File: config.mk
export PLATFORM = sky130hd
export DESIGN_NAME = attobus_arbiter_flat
export DESIGN_NICKNAME = d
export VERILOG_FILES = /design/src/rtl/attobus_if.sv /design/src/rtl/attobus_arbiter.sv /design/src/flat_wrapper.sv
export SDC_FILE = /design/constraint.sdc
export NUM_CORES = 1
export LEC_CHECK = 0
export CAP_MARGIN = 20
export CORE_UTILIZATION = 25
export CTS_CLUSTER_DIAMETER = 120
export DETAILED_ROUTE_END_ITERATION = 6
export SLEW_MARGIN = 0
export SYNTH_ARGS = -nofsm -noshare
export SYNTH_HDL_FRONTEND = slang
export SYNTH_SLANG_ARGS = --single-unit
File: constraint.sdc
create_clock -name clock -period 1.8 [get_ports clock]
set_input_delay 0.36 -clock clock [delete_from_list [all_inputs] [get_ports clock]]
set_output_delay 0.36 -clock clock [all_outputs]
set_load 0.005 [all_outputs]
File: src/rtl/attobus_if.sv
// Bundle of requester, memory and status signals for the two-requester attobus arbiter.
// The arbiter connects to it through the slave modport; the master modport is the environment's view.
interface attobus_if #(
    parameter int ADDR_W = 16,
    parameter int DATA_W = 8
);
    logic              req0;
    logic              req1;
    logic              we0;
    logic              we1;
    logic [ADDR_W-1:0] addr0;
    logic [ADDR_W-1:0] addr1;
    logic [DATA_W-1:0] wdata0;
    logic [DATA_W-1:0] wdata1;
    logic              lock0;
    logic              lock1;
    logic              gnt0;
    logic              gnt1;
    logic              ack0;
    logic              ack1;
    logic [DATA_W-1:0] rdata;
    logic              mem_en;
    logic              mem_we;
    logic [ADDR_W-1:0] mem_addr;
    logic [DATA_W-1:0] mem_wdata;
    logic [DATA_W-1:0] mem_rdata;
    logic              busy;

    modport slave (
        input  req0, req1, we0, we1, addr0, addr1, wdata0, wdata1, lock0, lock1, mem_rdata,
        output gnt0, gnt1, ack0, ack1, rdata, mem_en, mem_we, mem_addr, mem_wdata, busy
    );

    modport master (
        output req0, req1, we0, we1, addr0, addr1, wdata0, wdata1, lock0, lock1, mem_rdata,
        input  gnt0, gnt1, ack0, ack1, rdata, mem_en, mem_we, mem_addr, mem_wdata, busy
    );
endinterface

File: src/rtl/attobus_arbiter.sv
// Two-requester arbiter for a single-port memory: IDLE -> ACCESS -> CAPTURE -> ACK per transaction.
// Define ATTOBUS_RR_EN for round-robin tie resolution; otherwise requester 0 wins ties.
module attobus_arbiter #(
    parameter int ADDR_W = 16,
    parameter int DATA_W = 8
) (
    input  logic      clock,
    input  logic      reset,
    attobus_if.slave  bus
);
    typedef enum logic [1:0] {
        IDLE    = 2'd0,
        ACCESS  = 2'd1,
        CAPTURE = 2'd2,
        ACK     = 2'd3
    } state_t;

    state_t            state_r;
    logic              win_r;
    logic              lock_r;
    logic              gnt0_r;
    logic              gnt1_r;
    logic              ack0_r;
    logic              ack1_r;
    logic              busy_r;
    logic              mem_en_r;
    logic              mem_we_r;
    logic [ADDR_W-1:0] mem_addr_r;
    logic [DATA_W-1:0] mem_wdata_r;
    logic [DATA_W-1:0] rdata_r;

    logic              win_s;
    logic              tie_s;
    logic              sel_we_s;
    logic              sel_lock_s;
    logic [ADDR_W-1:0] sel_addr_s;
    logic [DATA_W-1:0] sel_wdata_s;

`ifdef ATTOBUS_RR_EN
    assign tie_s = ~win_r;
`else
    assign tie_s = 1'b0;
`endif

    // Winner selection: a held lock beats the tie rule, a lone requester wins outright.
    always_comb begin
        win_s = 1'b0;
        if (lock_r && ((!win_r && bus.req0) || (win_r && bus.req1))) begin
            win_s = win_r;
        end else if (bus.req0 && bus.req1) begin
            win_s = tie_s;
        end else if (bus.req1) begin
            win_s = 1'b1;
        end else begin
            win_s = 1'b0;
        end
    end

    // Request field mux for the selected winner.
    always_comb begin
        sel_we_s    = 1'b0;
        sel_lock_s  = 1'b0;
        sel_addr_s  = '0;
        sel_wdata_s = '0;
        if (win_s) begin
            sel_we_s    = bus.we1;
            sel_lock_s  = bus.lock1;
            sel_addr_s  = bus.addr1;
            sel_wdata_s = bus.wdata1;
        end else begin
            sel_we_s    = bus.we0;
            sel_lock_s  = bus.lock0;
            sel_addr_s  = bus.addr0;
            sel_wdata_s = bus.wdata0;
        end
    end

    // Transaction FSM with all outputs registered; win_r doubles as lock owner and RR pointer.
    always_ff @(posedge clock) begin
        if (!reset) begin
            state_r     <= IDLE;
            win_r       <= 1'b1;
            lock_r      <= 1'b0;
            gnt0_r      <= 1'b0;
            gnt1_r      <= 1'b0;
            ack0_r      <= 1'b0;
            ack1_r      <= 1'b0;
            busy_r      <= 1'b0;
            mem_en_r    <= 1'b0;
            mem_we_r    <= 1'b0;
            mem_addr_r  <= '0;
            mem_wdata_r <= '0;
            rdata_r     <= '0;
        end else begin
            case (state_r)
                IDLE: begin
                    if (bus.req0 || bus.req1) begin
                        state_r     <= ACCESS;
                        win_r       <= win_s;
                        lock_r      <= sel_lock_s;
                        mem_we_r    <= sel_we_s;
                        mem_addr_r  <= sel_addr_s;
                        mem_wdata_r <= sel_wdata_s;
                        mem_en_r    <= 1'b1;
                        gnt0_r      <= ~win_s;
                        gnt1_r      <= win_s;
                        busy_r      <= 1'b1;
                    end else begin
                        state_r <= IDLE;
                    end
                end
                ACCESS: begin
                    mem_en_r <= 1'b0;
                    state_r  <= CAPTURE;
                end
                CAPTURE: begin
                    if (!mem_we_r) begin
                        rdata_r <= bus.mem_rdata;
                    end else begin
                        rdata_r <= rdata_r;
                    end
                    ack0_r  <= ~win_r;
                    ack1_r  <= win_r;
                    state_r <= ACK;
                end
                ACK: begin
                    ack0_r  <= 1'b0;
                    ack1_r  <= 1'b0;
                    gnt0_r  <= 1'b0;
                    gnt1_r  <= 1'b0;
                    busy_r  <= 1'b0;
                    state_r <= IDLE;
                end
                default: begin
                    state_r  <= IDLE;
                    gnt0_r   <= 1'b0;
                    gnt1_r   <= 1'b0;
                    ack0_r   <= 1'b0;
                    ack1_r   <= 1'b0;
                    busy_r   <= 1'b0;
                    mem_en_r <= 1'b0;
                end
            endcase
        end
    end

    assign bus.gnt0      = gnt0_r;
    assign bus.gnt1      = gnt1_r;
    assign bus.ack0      = ack0_r;
    assign bus.ack1      = ack1_r;
    assign bus.busy      = busy_r;
    assign bus.mem_en    = mem_en_r;
    assign bus.mem_we    = mem_we_r;
    assign bus.mem_addr  = mem_addr_r;
    assign bus.mem_wdata = mem_wdata_r;
    assign bus.rdata     = rdata_r;
endmodule

File: src/flat_wrapper.sv
// flat-port wrapper written by rule: the top's interface ports become plain ports
module attobus_arbiter_flat 
#(
    parameter int ADDR_W = 16,
    parameter int DATA_W = 8
)
  (clock, reset, bus_req0, bus_req1, bus_we0, bus_we1, bus_addr0, bus_addr1, bus_wdata0, bus_wdata1, bus_lock0, bus_lock1, bus_mem_rdata, bus_gnt0, bus_gnt1, bus_ack0, bus_ack1, bus_rdata, bus_mem_en, bus_mem_we, bus_mem_addr, bus_mem_wdata, bus_busy);
  attobus_if #(.ADDR_W(ADDR_W), .DATA_W(DATA_W)) bus_i ();
  input  logic clock;
  input  logic reset;
  input wire logic [$bits(bus_i.req0)-1:0] bus_req0;
  input wire logic [$bits(bus_i.req1)-1:0] bus_req1;
  input wire logic [$bits(bus_i.we0)-1:0] bus_we0;
  input wire logic [$bits(bus_i.we1)-1:0] bus_we1;
  input wire logic [$bits(bus_i.addr0)-1:0] bus_addr0;
  input wire logic [$bits(bus_i.addr1)-1:0] bus_addr1;
  input wire logic [$bits(bus_i.wdata0)-1:0] bus_wdata0;
  input wire logic [$bits(bus_i.wdata1)-1:0] bus_wdata1;
  input wire logic [$bits(bus_i.lock0)-1:0] bus_lock0;
  input wire logic [$bits(bus_i.lock1)-1:0] bus_lock1;
  input wire logic [$bits(bus_i.mem_rdata)-1:0] bus_mem_rdata;
  output wire logic [$bits(bus_i.gnt0)-1:0] bus_gnt0;
  output wire logic [$bits(bus_i.gnt1)-1:0] bus_gnt1;
  output wire logic [$bits(bus_i.ack0)-1:0] bus_ack0;
  output wire logic [$bits(bus_i.ack1)-1:0] bus_ack1;
  output wire logic [$bits(bus_i.rdata)-1:0] bus_rdata;
  output wire logic [$bits(bus_i.mem_en)-1:0] bus_mem_en;
  output wire logic [$bits(bus_i.mem_we)-1:0] bus_mem_we;
  output wire logic [$bits(bus_i.mem_addr)-1:0] bus_mem_addr;
  output wire logic [$bits(bus_i.mem_wdata)-1:0] bus_mem_wdata;
  output wire logic [$bits(bus_i.busy)-1:0] bus_busy;
  assign bus_i.req0 = bus_req0;
  assign bus_i.req1 = bus_req1;
  assign bus_i.we0 = bus_we0;
  assign bus_i.we1 = bus_we1;
  assign bus_i.addr0 = bus_addr0;
  assign bus_i.addr1 = bus_addr1;
  assign bus_i.wdata0 = bus_wdata0;
  assign bus_i.wdata1 = bus_wdata1;
  assign bus_i.lock0 = bus_lock0;
  assign bus_i.lock1 = bus_lock1;
  assign bus_i.mem_rdata = bus_mem_rdata;
  assign bus_gnt0 = bus_i.gnt0;
  assign bus_gnt1 = bus_i.gnt1;
  assign bus_ack0 = bus_i.ack0;
  assign bus_ack1 = bus_i.ack1;
  assign bus_rdata = bus_i.rdata;
  assign bus_mem_en = bus_i.mem_en;
  assign bus_mem_we = bus_i.mem_we;
  assign bus_mem_addr = bus_i.mem_addr;
  assign bus_mem_wdata = bus_i.mem_wdata;
  assign bus_busy = bus_i.busy;
  attobus_arbiter #(.ADDR_W(ADDR_W), .DATA_W(DATA_W)) u_core (.clock(clock), .reset(reset), .bus(bus_i));
endmodule
==> qor.yml, run 1 <==
cts_hold_buf: 0
synth-seq-cells: 43
viasPerCell: 4.78
internal_power_mw: 2.50
irDropWorstVdd_mv: 0.594
cp_num_buf_inv: 1
cts_buffers: 5
hold_viol: 0
max_freq_mhz: 644
crit_type: "reg2out"
grt_setup_unrepaired: "false"
critPathLaunch: "u_core.bus.mem_we"
grt_max_degree: 43
gr-total-overflow: 0
antenna_cells: 0
hold_path_depth: 2
pwr-share-seq: 0.369
power_frac_clock: 0.182
worstMarginPinSlew_ns: 0.266
initial_utilization: 0.261
crit_chain: "clkdlybuf4s50_1"
slew_viol_final: 0
yosysSeqAreaShare: 0.452
track_usage: 0.157
drt_iter0_markers: 85
cp.required_ns: 1.44
relSlewSlack: 0.822
place_congestion: 0.754
max_cap_violations: 0
grt_pass1_wl_um: 9650
clockBufferDepth: 2
cts_setup_buffers: 0
holdPathEnd: "u_core.bus.gnt1"
clock_skew_ns: 0.00817
leakagePower_nw: 1.16
syn_avg_cell_area_um2: 8.61
rows: 31
die_x_um: 89.3
netlist_area_um2: 1900
die_area_um2: 7970
first_global_vias: 2081
dp_hpwl_um: 4140
r2r_end: "u_core.bus.gnt0"
endpoint_kind: "output port"
outcome: "finished, final reports clean"
min_period_over_period: 0.863
dr.pass1.iters: 4
insertion_delay_ns: 0.29
vias: 2023
netlist_instances: 221
ctsHtreeMaxLevel: 2
ant_nets: 0
fin_crit_ns: 1.55
r2r-start: "u_core.state_r[0]"
nNetsFinal: 391
drc_errors: 0
syn2layout_area_growth_pct: 68.2
p_sw_mw: 1.18
setup_violations: 0
crit_path_top_delay_cell: "clkdlybuf4s50_1"
n_fill_cell: 765
ys_warn_count: 0
wire_per_inst_um: 14.3
syn-num-nets: 289
yosysUniqueCellTypes: 28
cts_sinks: 43
cp-start-kind: "flop"
switching_share: 0.322
crit_family: "buffers and inverters"
die_y_um: 89.3
r2r_slack_ns: 0.36
cts_tree: "built"
power_mw: 3.68
crit_path_max_fanout: 3
ctsResizeCount: 0
min_from: "u_core.bus.gnt1"
tns_ns: 0
hp-class: "reg2reg"
drive_gt1_frac: 0.0741
combPwrFrac: 0.449
cpPeakStageDelay_ns: 0.54
r2r.worst_path.cells: 6
io_buffers: 102
core-area_um2: 7290
antenna_found_initial: 0
ios: 103
clk_pin_slew_ns: 0.08
wl_um: 6040
crit_arrival_ns: 1.19
powerDensity_nw_per_um2: 1150
cts_root_buffer: "clkbuf_8"
[cell usage in the layout, fill, tap and decap left out]
cell type        instances
a211o_1                  1
a211oi_1                 1
a21bo_2                  1
a21boi_0                 2
a21boi_1                 2
a21boi_4                 1
a21oi_1                 26
a31oi_1                 26
and2_1                   1
buf_12                   4
buf_4                    9
clkbuf_1                 1
clkbuf_8                 7
clkdlybuf4s50_1        102
dfxtp_1                 43
ha_1                     4
inv_1                    3
inv_2                    1
mux2i_1                  9
nand2_1                  2
nand2b_1                 2
nand3_1                  2
nor2_1                   4
nor2b_1                  9
nor3b_1                  1
o21a_1                   1
o21ai_0                 54
o21ai_1                  3
o21ai_2                  1
or4_1                    1
[through the flow]
step / hold WS [ns] / setup slack (ns) / util / instance area, um2 / cells
CTS: 0.491 / 0.228 / 0.439 / 3200 / 423
finish: 0.484 / 0.246 / 0.439 / 3200 / 423
global route: 0.527 / 0.206 / 0.439 / 3200 / 423
global placement: 0.470 / 0.0364 / 0.425 / 3100 / 415
floorplan: 0.469 / 0.457 / - / 1900 / 221
detailed placement: 0.479 / 0.0279 / 0.425 / 3100 / 415
[worst max path at each step]
stage                                   end  cells after the start
floorplan           u_core.bus.mem_addr[10]                      7
global placement    u_core.bus.mem_addr[13]                      5
detailed placement   u_core.bus.mem_addr[0]                      5
CTS                              bus_mem_we                      1
global route                     bus_mem_we                      1
finish                           bus_mem_we                      1
[sequential cells by signal, indices dropped and copies added (netlist names), 2 cells and up]
| name | flops |
|---|---|
| u_core.bus.mem_addr | 16 |
| u_core.bus.mem_wdata | 8 |
| u_core.bus.rdata | 8 |
| u_core.state_r | 2 |
[per-layer routing]
layer / share of wire / vias up / GRT usage
met5: 0 / - / 0
met4: 0.0043 / 0 / 0.0361
met3: 0.093 / 2 / 0.0572
met2: 0.46 / 75 / 0.275
met1: 0.44 / 937 / 0.182
li1: - / 1009 / -
[layout make-up]
cell class / count / area, um2 / share of cell area
tap: 99 / 124 / 0.0387
sequential: 43 / 861 / 0.269
inverter: 4 / 15.0 / 0.00469
timing repair buffer: 115 / 1170 / 0.365
clock buffer: 8 / 100 / 0.0313
multi-input combinational: 154 / 932 / 0.291
[synth_stat cells, drive strengths merged]
| library cell | n | area share |
|---|---|---|
| a211o | 1 | 0.0046 |
| a211oi | 1 | 0.0039 |
| a21bo | 1 | 0.0053 |
| a21boi | 5 | 0.026 |
| a21oi | 26 | 0.068 |
| a31oi | 26 | 0.085 |
| and2 | 1 | 0.0033 |
| buf | 10 | 0.032 |
| clkbuf | 10 | 0.020 |
| dfxtp | 43 | 0.45 |
| ha | 4 | 0.026 |
| inv | 4 | 0.0079 |
| mux2i | 9 | 0.047 |
| nand2 | 2 | 0.0039 |
| nand2b | 2 | 0.0066 |
| nand3 | 2 | 0.0053 |
| nor2 | 4 | 0.0079 |
| nor2b | 9 | 0.030 |
| nor3b | 1 | 0.0039 |
| o21a | 1 | 0.0039 |
| o21ai | 58 | 0.15 |
| or4 | 1 | 0.0039 |
[power by group through the flow]
stage / Clock (mW) / Sequential (mW) / Combinational, mW
6_report: 0.670 / 1.36 / 1.65
3_5_place_dp: 0 / 1.38 / 1.66
4_1_cts: 0.701 / 1.36 / 1.67
3_3_place_gp: 0 / 1.38 / 1.65
5_1_grt: 0.729 / 1.40 / 1.82
2_1_floorplan: 0 / 1.38 / 0.727
[cell families after synthesis]
| logic type | share of synthesized area |
|---|---|
| buffers and inverters | 0.0598 |
| muxes | 0.0473 |
| adders and majority gates | 0.0263 |
| DFF | 0.452 |
| and+or+nand+nor | 0.0644 |
| AOI/OAI and AO/OA | 0.350 |
Power figures use the tool's default switching activity.
==> inputs of run 2 (changes only) <==
--- a/config.mk
+++ b/config.mk
@@ -6,9 +6,10 @@
 export NUM_CORES = 1
 export LEC_CHECK = 0
 export CAP_MARGIN = 20
-export CORE_UTILIZATION = 25
+export CORE_UTILIZATION = 39
 export CTS_CLUSTER_DIAMETER = 120
 export DETAILED_ROUTE_END_ITERATION = 6
+export PLACE_DENSITY = 0.8
 export SLEW_MARGIN = 0
 export SYNTH_ARGS = -nofsm -noshare
 export SYNTH_HDL_FRONTEND = slang
==> run 2 against run 1 <==
Compared with the run above: critical path depth is the same; largest power group unchanged; cell count is 7.1% lower; clock power barely moved; worst setup slack worse by 0.0083 ns.
==> qor.yml, run 2 (synthesized netlist as in run 1, its figures left out) <==
outcome: "finished, final reports clean"
initial_utilization: 0.403
drive_gt1_frac: 0.0798
cp-start-kind: "flop"
core-area_um2: 4720
fin_crit_ns: 1.56
cp_num_buf_inv: 1
cts_hold_buf: 0
clock_skew_ns: 0.00418
place_inst: 385
layout_common_cells: "102 x clkdlybuf4s50_1, 54 x o21ai_0, 43 x dfxtp_1"
clockBufferDepth: 2
fin_ws_ns: 0.238
irDropWorstVdd_mv: 0.558
rows: 25
drt_iter0_markers: 141
dp_hpwl_um: 4110
tns_ns: 0
crit_type: "reg2out"
final_common_cell: "clkdlybuf4s50_1"
relSlewSlack: 0.829
first_global_vias: 1943
dr.pass1.iters: 5
cts_buffers: 5
cts_sinks: 43
max_freq_mhz: 640
grt_max_degree: 43
cts_tree: "built"
power_mw: 3.65
hp-class: "reg2reg"
die_area_um2: 5160
stdcell_count: 393
antenna_cells: 0
gr-total-overflow: 0
worstMarginPinSlew_ns: 0.255
die_x_um: 71.9
ant_nets: 0
crit_path_top_delay_cell: "clkdlybuf4s50_1"
vias: 2064
powerDensity_nw_per_um2: 1150
crit_arrival_ns: 1.20
die_y_um: 71.9
insertion_delay_ns: 0.29
max_cap_violations: 0
place_congestion: 0.802
drc_errors: 0
slew_viol_final: 0
leakagePower_nw: 1.16
cp.required_ns: 1.44
cts_root_buffer: "clkbuf_8"
crit_family: "buffers and inverters"
syn2layout_area_growth_pct: 66.2
ctsResizeCount: 0
wl_um: 5860
clk_pin_slew_ns: 0.08
min_period_over_period: 0.868
cpPeakStageDelay_ns: 0.53
ios: 103
fin_util: 0.670
ctsHtreeMaxLevel: 2
detailedPlace.worstSlack_ns: 0.0582
grt_pass1_wl_um: 9300
grt_setup_unrepaired: "false"
crit_chain: "clkdlybuf4s50_1"
endpoint_kind: "output port"
antenna_found_initial: 0
io_buffers: 102
viasPerCell: 5.25
track_usage: 0.230
setup_violations: 0
crit_path_max_fanout: 3
hold_viol: 0
cts_setup_buffers: 0
wire_per_inst_um: 14.9
nNetsFinal: 393
largest_reg_flops: 16
[run 2: cell count changes in the layout (fill, tap and decap cells not counted)]
cell,previous run,this run
buf_4,9,12
buf_12,4,3
[run 2: report_power, final]
group	internal, mW	leakage [nW]	total, mW	switching [mW]
clock	0.350	0.0515	0.667	0.317
combinational	0.901	0.754	1.61	0.704
sequential	1.21	0.355	1.38	0.161
total	2.47	1.16	3.65	1.18
[run 2: path summary, 6_finish.rpt]
check	slack, ns	endpoint	start	depth (start not counted)
max reg2reg	0.36	u_core.bus.mem_addr[3]	u_core.state_r[0]	6
min reg2reg	0.48	u_core.bus.gnt0	u_core.bus.gnt0	2
max	0.24	bus_mem_we	u_core.bus.mem_we	1
min	0.48	u_core.bus.gnt0	u_core.bus.gnt0	2
[run 2: through the flow]
step                      hold WS [ns]  cell area, um2
after CTS                        0.490            3160
after detailed placement         0.479            3060
after global placement           0.460            3060
final                            0.480            3160
after floorplan                  0.469            1900
after global routing             0.518            3160
[run 2: per-layer routing]
metal | vias to the layer above | part of all wire | global-route usage | wire length [um]
li1 | 1009 | - | - | -
met1 | 936 | 0.44 | 0.301 | 2570
met2 | 113 | 0.48 | 0.373 | 2790
met3 | 6 | 0.081 | 0.0647 | 473
met4 | 0 | 0.0043 | 0.0654 | 25
met5 | - | 0 | 0 | 0
[run 2: cell type report]
cell class	instances	area, um2
Sequential cell	43	861
Tap cell	67	83.8
Multi-Input combinational cell	154	932
Fill cell	397	1560
Clock buffer	8	100
Timing Repair Buffer	117	1170
Inverter	4	15.0
==> inputs of run 3 (changes only) <==
--- a/config.mk
+++ b/config.mk
@@ -9,7 +9,8 @@
 export CORE_UTILIZATION = 39
 export CTS_CLUSTER_DIAMETER = 120
 export DETAILED_ROUTE_END_ITERATION = 6
-export PLACE_DENSITY = 0.8
+export PLACE_DENSITY = 0.84
+export REMOVE_ABC_BUFFERS = 1
 export SLEW_MARGIN = 0
 export SYNTH_ARGS = -nofsm -noshare
 export SYNTH_HDL_FRONTEND = slang
==> run 3 against run 2 <==
Compared with the run above: cell area down 0.24%; die area unchanged; cell count down 0.25%; critical path type unchanged; critical path depth unchanged; highest routed layer unchanged.
==> qor.yml, run 3 (synthesized netlist as in run 1, its figures left out) <==
clk_pin_slew_ns: 0.08
vias: 2124
ant_nets: 0
largest_reg_flops: 16
hold_viol: 0
dp_hpwl_um: 4010
ios: 103
cp.required_ns: 1.44
final_common_cell: "clkdlybuf4s50_1"
cts_root_buffer: "clkbuf_8"
crit_family: "buffers and inverters"
crit_arrival_ns: 1.16
antenna_cells: 0
endpoint_kind: "output port"
layout_common_cells: "102 x clkdlybuf4s50_1, 54 x o21ai_0, 43 x dfxtp_1"
crit_path_max_fanout: 2
powerDensity_nw_per_um2: 1150
die_area_um2: 5160
max_cap_violations: 0
place_inst: 384
r2r-start: "u_core.state_r[0]"
min_from: "u_core.bus.busy"
cts_buffers: 5
fin_ws_ns: 0.280
grt_max_degree: 43
leakagePower_nw: 1.16
min_period_over_period: 0.844
max_freq_mhz: 658
n_fill_cell: 398
worstMarginPinSlew_ns: 0.246
first_global_vias: 1930
stdcell_count: 392
wl_um: 5610
outcome: "finished, final reports clean"
clock_skew_ns: 0.00649
detailedPlace.worstSlack_ns: 0.000461
track_usage: 0.217
grt_pass1_wl_um: 8760
io_buffers: 102
syn2layout_area_growth_pct: 65.8
cp-start-kind: "flop"
initial_utilization: 0.403
clockBufferDepth: 2
ctsResizeCount: 0
gr-total-overflow: 0
die_x_um: 71.9
drive_gt1_frac: 0.0769
fin_util: 0.668
drc_errors: 0
rows: 25
dr.pass1.iters: 4
slew_viol_final: 0
viasPerCell: 5.42
crit_type: "reg2out"
ctsHtreeMaxLevel: 2
power_mw: 3.63
cp_num_buf_inv: 1
fin_crit_ns: 1.52
die_y_um: 71.9
wire_per_inst_um: 14.3
setup_violations: 0
core-area_um2: 4720
antenna_found_initial: 0
hp-class: "reg2reg"
drt_iter0_markers: 94
grt_setup_unrepaired: "false"
r2r_slack_ns: 0.38
cts_hold_buf: 0
relSlewSlack: 0.836
irDropWorstVdd_mv: 0.643
insertion_delay_ns: 0.29
nNetsFinal: 392
critPathLaunch: "u_core.bus.mem_wdata[3]"
cts_tree: "built"
cts_sinks: 43
crit_chain: "clkdlybuf4s50_1"
crit_path_top_delay_cell: "clkdlybuf4s50_1"
cts_setup_buffers: 0
cpPeakStageDelay_ns: 0.52
place_congestion: 0.776
tns_ns: 0
[run 3: cell count changes in the layout (fill, tap and decap cells not counted)]
| cell | previous run | this run |
|---|---|---|
| buf_4 | 12 | 11 |
[run 3: metal layers]
layer | global-route usage | up-vias | wire length, um | part of all wire
li1 | - | 1008 | - | -
met1 | 0.250 | 1004 | 2360 | 0.42
met2 | 0.376 | 100 | 2710 | 0.48
met3 | 0.0563 | 12 | 388 | 0.069
met4 | 0.102 | 0 | 157 | 0.028
met5 | 0 | - | 0 | 0
[run 3: final timing paths]
path	end	cells past startpoint
worst max register to register	u_core.bus.mem_addr[8]	6
worst min-delay path	u_core.bus.busy	2
worst min register to register	u_core.bus.busy	2
worst max-delay path	bus_mem_wdata[3]	1
[run 3: power breakdown]
group	leakage, nW	internal, mW	switching [mW]	total, mW
registers	0.355	1.21	0.154	1.37
logic	0.749	0.905	0.694	1.60
clock network	0.0515	0.350	0.315	0.665
total	1.16	2.47	1.16	3.63
[run 3: final cells by class]
cell class,count,area (um2),area share
well taps,67,83.8,0.0266
inverters,4,15.0,0.00476
flip-flops and latches,43,861,0.273
repair buffers,116,1160,0.369
clock buffers,8,100,0.0317
multi-input cells,154,932,0.295
[run 3: per-stage QoR]
stage	hold WS [ns]	area (um2)
after global routing	0.509	3160
after global placement	0.471	3060
after CTS	0.492	3160
after detailed placement	0.481	3060
final	0.491	3160
after floorplan	0.432	1800
